### src/rtl/square_pll_if.sv
// square_pll_if: sample input and recovered-carrier outputs of the square-law carrier PLL.
`default_nettype none

interface square_pll_if;
  logic signed [14:0] din;
  logic               carrier_i;
  logic               carrier_q;
  logic        [31:0] nco_phase;
  logic signed [31:0] loop_ctrl;
  logic               locked;

  modport master (
    output din,
    input  carrier_i, carrier_q, nco_phase, loop_ctrl, locked
  );

  modport slave (
    input  din,
    output carrier_i, carrier_q, nco_phase, loop_ctrl, locked
  );
endinterface

`default_nettype wire

### src/rtl/square_pll.sv
// square_pll: second-order sign-reference PLL locking a 32-bit NCO to the 2fc tone,
// halved into I/Q fc square carriers, with a windowed lock detector. Rev 1.0.
`default_nettype none

module square_pll #(
  parameter logic [31:0] FREQ_INIT     = 32'h4000_0000,
  parameter int          KP_SHIFT      = 4,
  parameter int          KI_SHIFT      = 8,
  parameter int          LOCK_WIN_LOG2 = 8,
  parameter logic [31:0] LOCK_THRESH   = 32'd500000
) (
  input  logic         clk,
  input  logic         rst,
  square_pll_if.slave  bus
);

  localparam logic signed [14:0] S15_MIN   = 15'sh4000;
  localparam logic signed [14:0] S15_MAX   = 15'sh3FFF;
  localparam logic signed [32:0] INTEG_MAX = 33'sd2147483647;
  localparam logic signed [32:0] INTEG_MIN = -33'sd2147483647;
  localparam logic signed [33:0] CTRL_MAX  = 34'sd2147483647;
  localparam logic signed [33:0] CTRL_MIN  = -34'sd2147483648;
  localparam logic signed [31:0] THRESH_HI = $signed(LOCK_THRESH);
  localparam logic signed [31:0] THRESH_LO = $signed(LOCK_THRESH >> 1);

  // Negation that keeps -(-16384) inside the 15-bit range.
  function automatic logic signed [14:0] neg_sat(input logic signed [14:0] x);
    return (x == S15_MIN) ? S15_MAX : -x;
  endfunction

  logic signed [14:0]          din_r;
  logic signed [14:0]          pd;
  logic signed [31:0]          integ;
  logic signed [31:0]          ctrl;
  logic        [31:0]          ph;
  logic                        ph_msb_d;
  logic                        car_i;
  logic                        car_q;
  logic signed [31:0]          acc;
  logic [LOCK_WIN_LOG2-1:0]    win_cnt;
  logic                        lock_flag;

  logic signed [14:0]          pd_next;
  logic signed [14:0]          ip;
  logic signed [32:0]          integ_sum;
  logic signed [31:0]          integ_next;
  logic signed [33:0]          pd_ext;
  logic signed [33:0]          integ_ext;
  logic signed [33:0]          ctrl_sum;
  logic signed [31:0]          ctrl_next;
  logic signed [31:0]          acc_sum;
  logic        [31:0]          ph_next;
  logic                        win_wrap;

  always_comb begin
    pd_next = ph[31] ? neg_sat(din_r) : din_r;
    // Quadrature reference: sign of the NCO cosine.
    ip      = (ph[31] ^ ph[30]) ? neg_sat(din_r) : din_r;

    integ_sum = 33'(pd) + 33'(integ);
    if (integ_sum > INTEG_MAX) begin
      integ_next = INTEG_MAX[31:0];
    end else if (integ_sum < INTEG_MIN) begin
      integ_next = INTEG_MIN[31:0];
    end else begin
      integ_next = integ_sum[31:0];
    end

    pd_ext    = 34'(pd);
    integ_ext = 34'(integ_next);
    ctrl_sum  = (pd_ext <<< KP_SHIFT) + (integ_ext >>> KI_SHIFT);
    if (ctrl_sum > CTRL_MAX) begin
      ctrl_next = CTRL_MAX[31:0];
    end else if (ctrl_sum < CTRL_MIN) begin
      ctrl_next = CTRL_MIN[31:0];
    end else begin
      ctrl_next = ctrl_sum[31:0];
    end

    ph_next  = ph + FREQ_INIT + $unsigned(ctrl);
    acc_sum  = acc + 32'(ip);
    win_wrap = &win_cnt;
  end

  always_ff @(posedge clk) begin
    if (rst) begin
      din_r     <= '0;
      pd        <= '0;
      integ     <= '0;
      ctrl      <= '0;
      ph        <= '0;
      ph_msb_d  <= 1'b0;
      car_i     <= 1'b0;
      car_q     <= 1'b0;
      acc       <= '0;
      win_cnt   <= '0;
      lock_flag <= 1'b0;
    end else begin
      din_r    <= bus.din;
      pd       <= pd_next;
      integ    <= integ_next;
      ctrl     <= ctrl_next;
      ph       <= ph_next;
      ph_msb_d <= ph[31];
      // Divide-by-two: I on the rising MSB edge, Q on the falling one.
      if (!ph_msb_d && ph[31]) car_i <= ~car_i;
      if (ph_msb_d && !ph[31]) car_q <= ~car_q;
      win_cnt <= win_cnt + LOCK_WIN_LOG2'(1);
      if (win_wrap) begin
        acc <= '0;
        if (acc_sum > THRESH_HI) begin
          lock_flag <= 1'b1;
        end else if (acc_sum < THRESH_LO) begin
          lock_flag <= 1'b0;
        end
      end else begin
        acc <= acc_sum;
      end
    end
  end

  assign bus.carrier_i = car_i;
  assign bus.carrier_q = car_q;
  assign bus.nco_phase = ph;
  assign bus.loop_ctrl = ctrl;
  assign bus.locked    = lock_flag;

endmodule

`default_nettype wire

### src/flat_wrapper.sv
// flat-port wrapper written by rule: the top's interface ports become plain ports
module square_pll_flat 
#(
  parameter logic [31:0] FREQ_INIT     = 32'h4000_0000,
  parameter int          KP_SHIFT      = 4,
  parameter int          KI_SHIFT      = 8,
  parameter int          LOCK_WIN_LOG2 = 8,
  parameter logic [31:0] LOCK_THRESH   = 32'd500000
)
  (clk, rst, bus_din, bus_carrier_i, bus_carrier_q, bus_nco_phase, bus_loop_ctrl, bus_locked);
  square_pll_if bus_i ();
  input  logic clk;
  input  logic rst;
  input wire logic [$bits(bus_i.din)-1:0] bus_din;
  output wire logic [$bits(bus_i.carrier_i)-1:0] bus_carrier_i;
  output wire logic [$bits(bus_i.carrier_q)-1:0] bus_carrier_q;
  output wire logic [$bits(bus_i.nco_phase)-1:0] bus_nco_phase;
  output wire logic [$bits(bus_i.loop_ctrl)-1:0] bus_loop_ctrl;
  output wire logic [$bits(bus_i.locked)-1:0] bus_locked;
  assign bus_i.din = bus_din;
  assign bus_carrier_i = bus_i.carrier_i;
  assign bus_carrier_q = bus_i.carrier_q;
  assign bus_nco_phase = bus_i.nco_phase;
  assign bus_loop_ctrl = bus_i.loop_ctrl;
  assign bus_locked = bus_i.locked;
  square_pll #(.FREQ_INIT(FREQ_INIT), .KP_SHIFT(KP_SHIFT), .KI_SHIFT(KI_SHIFT), .LOCK_WIN_LOG2(LOCK_WIN_LOG2), .LOCK_THRESH(LOCK_THRESH)) u_core (.clk(clk), .rst(rst), .bus(bus_i));
endmodule
### config.mk
export PLATFORM = sky130hd
export DESIGN_NAME = square_pll_flat
export DESIGN_NICKNAME = d
export VERILOG_FILES = /design/src/rtl/square_pll_if.sv /design/src/rtl/square_pll.sv /design/src/flat_wrapper.sv
export SDC_FILE = /design/constraint.sdc
export NUM_CORES = 1
export LEC_CHECK = 0
export BUFFER_PORTS_ARGS = -buffer_cell sky130_fd_sc_hd__buf_2
export CORE_MARGIN = 4
export CORE_UTILIZATION = 41
export DETAILED_ROUTE_END_ITERATION = 8
export GPL_ROUTABILITY_DRIVEN = 0
export GPL_TIMING_DRIVEN = 1
export SLEW_MARGIN = 20
export SYNTH_ARGS = -nofsm -noshare
export SYNTH_HDL_FRONTEND = slang
export SYNTH_SLANG_ARGS = --single-unit
### constraint.sdc
create_clock -name clk -period 6.8 [get_ports clk]
set_clock_uncertainty 0.05 [all_clocks]
set_input_delay 0.34 -clock clk [delete_from_list [all_inputs] [get_ports clk]]
set_output_delay 0.34 -clock clk [all_outputs]
set_load 0.02 [all_outputs]
# Word-level counts from Yosys, hierarchy flattened
# Index checks and enable logic that the tools add are counted.
[classes] add_sub_neg=7 n_mux=9 magnitude_cmp=6 bitwise_logic=3 n_eq_ne=1 reduce_logical=9
[ops] operator="$mux W32" count=3
[ops] operator="$mux W15" count=3
[ops] operator="$gt A34 B32 Y1 const B" count=1
[ops] operator="$lt A34 B32 Y1 const B" count=1
[ops] operator="$add A15 B32 Y33" count=1
[ops] operator="$gt A33 B32 Y1 const B" count=1
[ops] operator="$lt A33 B32 Y1 const B" count=1
[ops] operator="$add A32 B15 Y32" count=1
[ops] operator="$add A32 B31 Y32 const B" count=1
[ops] operator="$add A32 B32 Y32" count=1
[ops] operator="$gt A32 B20 Y1 const B" count=1
[ops] operator="$lt A32 B19 Y1 const B" count=1
[ops] operator="$mux W31" count=1
[ops] operator="$add A19 B24 Y25" count=1
[ops] operator="$eq A15 B15 Y1 const B" count=1
[ops] operator="$neg A15 Y15" count=1
[ops] operator="$reduce_and A9 Y1" count=1
[ops] operator="$add A8 B1 Y8 const B" count=1
[ops] operator="$reduce_and A8 Y1" count=1
[ops] operator="$reduce_or A2 Y1" count=2
[ops] operator="$logic_and A1 B1 Y1" count=2
[ops] operator="$logic_not A1 Y1" count=2
[ops] operator="$mux W1" count=2
[ops] operator="$not A1 Y1" count=2
[ops] operator="2 further kinds" count=2
[word_totals] out_inout_bits=67 input_bits=17 register_bits=170 wordCells=47

# Logic depth before layout (Yosys ltp)
# Gate-level depths: netlist of run 1.
[depth] ltp_word=8 depth_mapped=28

# Worst setup path after synthesis of run 1
# OpenSTA, ideal clock, no wires.
[synth_timing] kind="register -> register" from="register u_core.pd[14]" to="register u_core.ctrl[31], in the netlist u_core.bus.loop_ctrl[31]" stages_incl_launch_ff=27 t_required_ns=6.622 arrival_time_ns=5.352 setup_time_ns=0.128 path_buffers=3 path_slack_ns=1.270 path_cell_list="dfxtp_1 ha_1 buf_2 a21oi_2 o21ai_2 or3_1 a21oi_1 o211ai_1 a2111oi_4 nor3_2 or2_1 buf_4 buf_6 a21oi_1 ha_1 inv_1 fa_1 nor2b_1 o21a_1 o21ai_0 a21oi_1 o211ai_1 a31oi_1 a21boi_0 a21oi_1 a41o_1 o32ai_1"
[synth_via] elab_chain_cells=7
[synth_lines] element="from (decl)" line="square_pll.sv:32" text="logic signed [14:0] pd;"
[synth_lines] element="from (signal assigned)" line="square_pll.sv:100" text="pd <= pd_next;"
[synth_lines] element="$add A15 B32 Y33 (*)" line="square_pll.sv:60" text="integ_sum = 33'(pd) + 33'(integ);"
[synth_lines] element="$lt A33 B32 Y1" line="square_pll.sv:63" text="end else if (integ_sum < INTEG_MIN) begin"
[synth_lines] element="$mux W32" line="square_pll.sv:63"
[synth_lines] element="$mux W32 (*)" line="square_pll.sv:61" text="if (integ_sum > INTEG_MAX) begin"
[synth_lines] element="via u_core.integ_next[12]" line="square_pll.sv:46" text="logic signed [31:0] integ_next;"
[synth_lines] element="$add A19 B24 Y25 (*)" line="square_pll.sv:71" text="ctrl_sum = (pd_ext <<< KP_SHIFT) + (integ_ext >>> KI_SHIFT);"
[synth_lines] element="$lt A34 B32 Y1 / $gt A34 B32 Y1 (equally long branches)" line="square_pll.sv:74, square_pll.sv:72"
[synth_lines] element="$mux W32 / $reduce_or A2 Y1 (equally long branches)"
[synth_lines] element="to (signal assigned)" line="square_pll.sv:102" text="ctrl <= ctrl_next;"
[synth_lines] element="to (decl)" line="square_pll.sv:34" text="logic signed [31:0] ctrl;"
# The timed path passes the listed nets; every way through them passes the cells marked *.
# A chain may end at the register's enable or synchronous reset.

# Worst setup path in the final report of run 1
[layout_timing] from="register u_core.pd[0]" to="register u_core.ctrl[21], in the netlist u_core.bus.loop_ctrl[21]"
[layout_via] elab_chain_cells=8
[layout_lines] element="$add A15 B32 Y33 (*)" line="square_pll.sv:60"
[layout_lines] element="$lt A33 B32 Y1" line="square_pll.sv:63"
[layout_lines] element="$mux W32" line="square_pll.sv:63"
[layout_lines] element="$mux W32 (*)" line="square_pll.sv:61"
[layout_lines] element="via u_core.integ_next[13]" line="square_pll.sv:46"
[layout_lines] element="$add A19 B24 Y25 (*)" line="square_pll.sv:71"
[layout_lines] element="$lt A34 B32 Y1" line="square_pll.sv:74" text="end else if (ctrl_sum < CTRL_MIN) begin"
[layout_lines] element="$mux W32" line="square_pll.sv:74"
[layout_lines] element="$mux W31 (*)" line="square_pll.sv:72" text="if (ctrl_sum > CTRL_MAX) begin"
# Marks and branches as above.

==> summary.txt, run 1 <==
Global route
  – Initial antenna violation count: 0
  – Vias in the first global route: 10033
  – Grt met2 use: between 30% and 40%
  – Largest net degree at the start of global routing: 90
  – Gr ovfl total: 0
  – GR Util met1: 25.80%
  – First-pass GRT wire length: between 40000 and 50000 um
  – Gr usage total: 19.31%
  – Most Crowded Layer GR: met2
  – Global Route met3 Usage: 2.620%

Timing
  – PnR worst setup slack: 630.1 ps
  – WHS: 65.92 ps
  – Sum of negative setup slack: 0 ps
  – Setup Viol. Count Final: 0
  – Max Slew Vio Count: 0
  – Peak Freq: about 160 MHz
  – Worst Max-Slew Pin Slew: 941.0 ps
  – Fin. Hold Viols: 0
  – RSZ-0062 raised after global routing: no
  – Tcrit/Tclk final: 90.73%
  – Slew headroom: approximately 37%
  – Tmin final: 6170 ps

Pwr
  – Static Leak: 6.031 nW
  – Power Total: between 0.007 and 0.008 W
  – P per Cell Area: 575.8 nW/um^2
  – Max IR drop VDD: 0.2815 mV

Floorplan
  – Row cnt: 61
  – Die X-Extent: 177.7 um
  – Initial Util: 42.03%
  – Die Ht: 177.7 um
  – I/O Pins: 84
  – Core area: 28090 sq um
  – DIE AREA: roughly 32000 sq um

Routing
  – # DRC: 0
  – WL final: 30580 um
  – Post-DR vias/cell: 5.625
  – TritonRoute pass-1 iters: 5
  – Routed vias: 10536
  – WL/cell: 16.33 um
  – Antenna-violating nets left: 0
  – Initial DRC count: 602

Cells and area
  – Layout Area Growth over Synthesis: 10.78%
  – Storage cell area: around 3200 sq um
  – Antenna cells: 0
  – Layout cells sized above 1: 10.43%
  – Area occupied by multi-input gates: approximately 8100 sq um
  – Finished Core Util: 46.56%
  – Fillers: between 2000 and 3000
  – Number of nets in the layout: 1649

Place
  – Buffers on Ports: 83
  – DP Wirelength: 23620 um
  – Pre-CTS setup slack: between 300 and 400 ps

Synthesis
  – Yosys warning count: 0
  – Adder-cell share of the synthesized area: 16.66%
  – Ranking of synthesized cells by area: dfxtp_1 27%, ha_1 15%, a21oi_1 5.6%, nor2_1 4.7%, xnor2_1 3.9%
  – Post-synth cell types: 80
  – Cell taking the most area after synthesis: dfxtp_1
  – Sequential area share after synthesis: 26.97%
  – Main combinational cell family by area after synthesis: compound AO/OA/AOI/OAI gates
  – Xor and xnor area share after synthesis: under 10%
  – Syn Nets: 1602
  – Simple-gate share of the synthesized area: 20.06%
  – Most frequent cell after synthesis: dfxtp_1
  – Number of synthesized flops with an enable pin: 0
  – Avg Cell Area, Syn: 8.226 sq um
  – Multiplexer share of the synthesized area: 0.5194%
  – Commonest cells in the netlist: 159 x dfxtp_1, 148 x nor2_1, 146 x ha_1
  – Syn Inst Count: 1435
  – Cell Area, Synth: 11800 sq um
  – Area fraction in compound gates after synthesis: 24.77%
  – Async SR Flop Fraction: 0%
  – Most common flop cell mapped by yosys: dfxtp_1
  – Synth top area share: 26.97%
  – Number of synthesized register bits: 159

Clocking
  – CTS sink cnt: between 150 and 200
  – Clk_lat worst skew: 430 ps
  – Post-CTS Setup Inserts: 0
  – Num CTS Buffers: 17
  – Clk buf depth: 2
  – Worst-path clk slew: 70 ps
  – TritonCTS clock tree: done
  – CTS Root Cell: clkbuf_16
  – H-tree depth: 4

Worst hold path
  – Hold Path Class: in -> reg

Critical path
  – CP required: 7030 ps
  – Critical Path Start Type: flip-flop
  – Slowest stage delay, CP: roughly 620 ps
  – Crit path max fanout: 13
  – Type of the worst setup path: reg -> reg
  – Buf/Inv on CP: 4
  – Max stage delay cell, worst path: a2111oi_1
  – CP top delay family: compound AO/OA/AOI/OAI gates
  – Crit path capture type: flip-flop
  – Worst path most repeated cell: inv_1
  – WP data arrival: 6400 ps

Run
  – MaxCap Viol Count: 0

Run status
  – Run status: finished, final reports clean
## cells in the final DEF (no fill, tap or decap), types with 5 or more instances in the layout
| cell | Yosys | routed |
|---|---|---|
| o21a_1 | 18 | 18 |
| a311oi_1 | 18 | 18 |
| or2_2 | 12 | 12 |
| a211o_1 | 8 | 8 |
| dfxtp_1 | 159 | 158 |
| a211oi_2 | 5 | 5 |
| nor3_1 | 35 | 35 |
| or3_1 | 22 | 22 |
| a21o_1 | 50 | 50 |
| o21bai_1 | 9 | 9 |
| xor2_1 | 41 | 41 |
| maj3_1 | 6 | 6 |
| nand2b_1 | 20 | 20 |
| nor4_1 | 8 | 8 |
| nand3b_1 | 5 | 5 |
| nand3_1 | 34 | 34 |
| o211ai_1 | 17 | 17 |
| a21boi_0 | 11 | 11 |
| a21oi_1 | 131 | 131 |
| o211a_1 | 5 | 5 |
| nor2_1 | 148 | 148 |
| clkbuf_16 | 0 | 17 |
| a31oi_1 | 31 | 31 |
| ha_1 | 146 | 146 |
| buf_4 | 12 | 11 |
| buf_2 | 10 | 82 |
| mux2i_1 | 5 | 5 |
| and2_1 | 7 | 7 |
| o31ai_1 | 10 | 10 |
| o21ai_0 | 42 | 42 |
| nand2_1 | 87 | 87 |
| nor2b_1 | 48 | 48 |
| inv_1 | 47 | 47 |
| and3_1 | 15 | 15 |
| a211oi_1 | 31 | 31 |
| xnor2_1 | 52 | 52 |
| nand4_1 | 13 | 13 |
## where the power goes
part	internal [W]	switching, W	total, W
sequential	0.00126	0.000197	0.00146
combinational	0.00204	0.00302	0.00506
clock	0.000592	0.000419	0.00101
## worst register-to-register path: cells and delay by family (launching register included)
kind | cells | cell delay [ps]
adder cells (fa/ha/maj) | 4 | 1190
AO/OA/AOI/OAI | 11 | 3140
XOR/XNOR | 1 | 140
AND/OR/NAND/NOR | 5 | 700
flip-flops | 1 | 340
buffers and inverters | 4 | 500
## flip-flops by register name, indices dropped and copies added, names as in the netlist
signal / count
u_core.acc: 32
u_core.bus.carrier_i: 1
u_core.bus.carrier_q: 1
u_core.bus.locked: 1
u_core.bus.loop_ctrl: 25
u_core.bus.nco_phase: 32
u_core.din_r: 15
u_core.integ: 28
u_core.pd: 15
u_core.ph_msb_d: 1
u_core.win_cnt: 8
## what timing repair did
item	CTS	global route
gates resized for setup	0	2
hold buffers	0	0
endpoints found under the hold margin	0	0
setup endpoints to repair	0	6
## metrics by stage
step                cell area [sq um]  std cells
global route                    13080       1873
floorplan                       11800       1435
finish                          13080       1873
detailed placement              12470       1841
CTS                             13070       1873
global placement                12470       1841
## layer usage
| layer | share of wire [%] | wire, um | vias to the layer above |
|---|---|---|---|
| li1 | - | - | 5349 |
| met1 | 47 | 14510 | 4881 |
| met2 | 46 | 13960 | 258 |
| met3 | 4.1 | 1245 | 48 |
| met4 | 2.8 | 862 | 0 |
| met5 | 0 | 0 | - |
## final cells by class
| type | instances | area share (%) |
|---|---|---|
| multi-input combinational | 1164 | 62.28 |
| sequential | 159 | 24.35 |
| timing repair buffer | 93 | 3.770 |
| tap | 378 | 3.617 |
| clock buffer | 21 | 3.445 |
| inverter | 47 | 1.349 |
| clock inverter | 11 | 1.186 |
## final timing paths
| path | cells after the start | start | slack (ps) | to |
|---|---|---|---|---|
| worst max-delay path | 25 | u_core.pd[0]$_SDFF_PP0_ | 630 | u_core.bus.loop_ctrl[21]$_SDFF_PP0_ |
| worst min-delay path | 2 | bus_din[4] | 70 | u_core.din_r[4]$_SDFF_PP0_ |
| worst max register to register | 25 | u_core.pd[0]$_SDFF_PP0_ | 630 | u_core.bus.loop_ctrl[21]$_SDFF_PP0_ |
| worst min register to register | 1 | u_core.win_cnt[0]$_SDFF_PP0_ | 400 | u_core.win_cnt[0]$_SDFF_PP0_ |
## logic make-up (layout without fill, tap and decap cells)
family | Yosys count | count (layout)
flops | 159 | 159
fa+ha+maj | 156 | 156
simple gates | 476 | 476
xor+xnor | 93 | 93
buf+inv | 112 | 172
mux | 6 | 6
compound gates | 433 | 433
No activity file was read; power rests on OpenSTA's default activity.
==> inputs of run 2 (changes only) <==
--- a/config.mk
+++ b/config.mk
@@ -11,6 +11,7 @@
 export DETAILED_ROUTE_END_ITERATION = 8
 export GPL_ROUTABILITY_DRIVEN = 0
 export GPL_TIMING_DRIVEN = 1
+export PLACE_DENSITY = 0.68
 export SLEW_MARGIN = 20
 export SYNTH_ARGS = -nofsm -noshare
 export SYNTH_HDL_FRONTEND = slang
==> run 2 against run 1 <==
  * First-iteration DRC count increased by 27%
  * Global-route usage decreased by 0.98 points
  * Sequential cell count unchanged
==> summary.txt, run 2 (same netlist as run 1, synthesis figures left out) <==
Pwr
  – Max IR drop VDD: about 0.28 mV
  – Comb pwr share: about two thirds
  – NetSw: roughly 0.0037 W
  – Static Leak: 6.039 nW
  – Clock power share: between 10% and 20%
  – Int Power: 0.003791 W
  – Sequential share of power: about a fifth
  – Sw Ratio: 49.29%
  – P per Cell Area: 572.5 nW/um^2
  – Power Total: 0.007477 W

Critical path
  – Buf/Inv on CP: 3
  – Slowest stage delay, CP: 660 ps
  – Crit path max fanout: 18
  – Type of the worst setup path: reg -> reg
  – CP required: 7060 ps
  – Max stage delay cell, worst path: a2111oi_0
  – WP data arrival: ~6600 ps
  – CP top delay family: compound AO/OA/AOI/OAI gates
  – Critical Path Start Type: flip-flop
  – Crit-path cells: buf_4, ha_1, a21oi_1, o21ai_1, or3_1, a21oi_1, o211ai_1, and3_1, nor3_2, buf_4, maj3_1, inv_1, ha_1, a21o_1, a21o_1, a2111oi_0, o31ai_1, o211ai_1, a31oi_1, o21ai_0, nand2b_1, xnor2_1, nor2_1
  – R2R Setup Slk: approximately 500 ps
  – Crit path capture type: flip-flop

Timing
  – Tcrit/Tclk final: 92.58%
  – Worst Max-Slew Pin Slew: 895.5 ps
  – Sum of negative setup slack: 0 ps
  – Max Slew Vio Count: 0
  – Peak Freq: 158.9 MHz
  – RSZ-0062 raised after global routing: no
  – Fin. Hold Viols: 0
  – Tmin final: 6295 ps
  – PnR worst setup slack: 504.7 ps
  – Slew headroom: 39.52%
  – Setup Viol. Count Final: 0

Routing
  – WL/cell: 15.55 um
  – TritonRoute pass-1 iters: 5
  – WL final: 29130 um
  – Initial DRC count: 763
  – Post-DR vias/cell: between 5 and 6
  – # DRC: 0
  – Routed vias: 10622
  – Antenna-violating nets left: 0

Cells and area
  – Antenna cells: 0
  – Most common cell after layout, fill and taps aside: dfxtp_1
  – Layout cells sized above 1: between 10% and 20%
  – Layout Area Growth over Synthesis: 10.63%
  – Final std cells w/o fill: 1873
  – Most frequent cells in the layout: 159 x dfxtp_1, 148 x nor2_1, 146 x ha_1
  – Number of nets in the layout: about 1600

Run
  – MaxCap Viol Count: 0

Floorplan
  – I/O Pins: 84
  – Row cnt: 61
  – Core area: 28090 sq um
  – Initial Util: 42.03%
  – DIE AREA: roughly 32000 sq um
  – Die Ht: ~180 um
  – Die X-Extent: 177.7 um

Clocking
  – PostCTS Resize Cnt: 0
  – H-tree depth: 4
  – Num CTS Buffers: 17
  – CTS Root Cell: clkbuf_16
  – CTS sink cnt: around 160
  – Clk buf depth: 2
  – Worst-path clk slew: about 80 ps
  – TritonCTS clock tree: done
  – Hold buffer count at CTS: 0
  – Clk_lat worst skew: 440 ps
  – Post-CTS Setup Inserts: 0

Run status
  – Run status: finished, final reports clean

Global route
  – Gr usage total: 18.33%
  – First-pass GRT wire length: 47820 um
  – Initial antenna violation count: 0
  – Vias in the first global route: 9847
  – Largest net degree at the start of global routing: 73
  – Gr ovfl total: 0

Place
  – Pre-CTS setup slack: 548.0 ps
  – Buffers on Ports: 83
  – DP Wirelength: 22460 um
  – Cells after DPL: 1841

Worst hold path
  – Hold Path Class: in -> reg
-- run 2: cell count changes in the layout (fill, tap and decap cells not counted), moves of 2 or more --
cell / previous run / this run
bufinv_16: 3 / 0
inv_6: 3 / 1
clkinvlp_4: 4 / 1
clkbuf_1: 3 / 0
inv_8: 0 / 8
clkinv_8: 0 / 2
clkinv_4: 1 / 3
-- run 2: power by group through the flow --
stage / logic (W) / clock network (W) / registers (W)
after global placement: 0.00491 / 0 / 0.00146
after CTS: 0.00502 / 0.000994 / 0.00145
after detailed placement: 0.00498 / 0 / 0.00147
after floorplan: 0.00384 / 0 / 0.00156
final: 0.00507 / 0.000963 / 0.00145
after global routing: 0.00565 / 0.00103 / 0.00148
-- run 2: worst reg2reg max path, delay by kind of cell, from the launching register on --
kind | cells | cell delay (ps)
adder cells (fa/ha/maj) | 3 | 960
AND/OR/NAND/NOR | 5 | 1270
AO/OA/AOI/OAI | 11 | 2780
flip-flops | 1 | 330
XOR/XNOR | 1 | 130
buffers and inverters | 3 | 640
-- run 2: metal layers --
layer,vias to the layer above,track usage (%),part of all wire [%]
met5,-,0,0
met4,0,4.544,1.6
met3,34,2.983,5.6
met2,289,30.33,45
met1,4945,24.99,47
li1,5354,-,-
-- run 2: path summary, 6_finish.rpt --
kind | cells after the start | from | endpoint
setup reg to reg | 23 | u_core.pd[14]$_SDFF_PP0_ | u_core.bus.loop_ctrl[21]$_SDFF_PP0_
hold / removal | 2 | bus_din[5] | u_core.din_r[5]$_SDFF_PP0_
setup / recovery | 23 | u_core.pd[14]$_SDFF_PP0_ | u_core.bus.loop_ctrl[21]$_SDFF_PP0_
hold reg to reg | 1 | u_core.win_cnt[0]$_SDFF_PP0_ | u_core.win_cnt[0]$_SDFF_PP0_
-- run 2: final cells by class --
| class | count | area (sq um) |
|---|---|---|
| Clock buffer | 17 | 425.4 |
| Clock inverter | 15 | 165.2 |
| Fill cell | 2771 | 15030 |
| Inverter | 47 | 176.4 |
| Multi-Input combinational cell | 1164 | 8143 |
| Sequential cell | 159 | 3183 |
| Tap cell | 378 | 473.0 |
| Timing Repair Buffer | 93 | 493.0 |
-- run 2: stage by stage --
step | area (sq um) | util [%] | hold slack, ps
2_1_floorplan | 11800 | - | 367.5
3_3_place_gp | 12470 | 44.39 | 382.5
3_5_place_dp | 12470 | 44.39 | 400.2
4_1_cts | 13060 | 46.49 | 28.70
5_1_grt | 13060 | 46.49 | 37.77
6_report | 13060 | 46.49 | 51.70
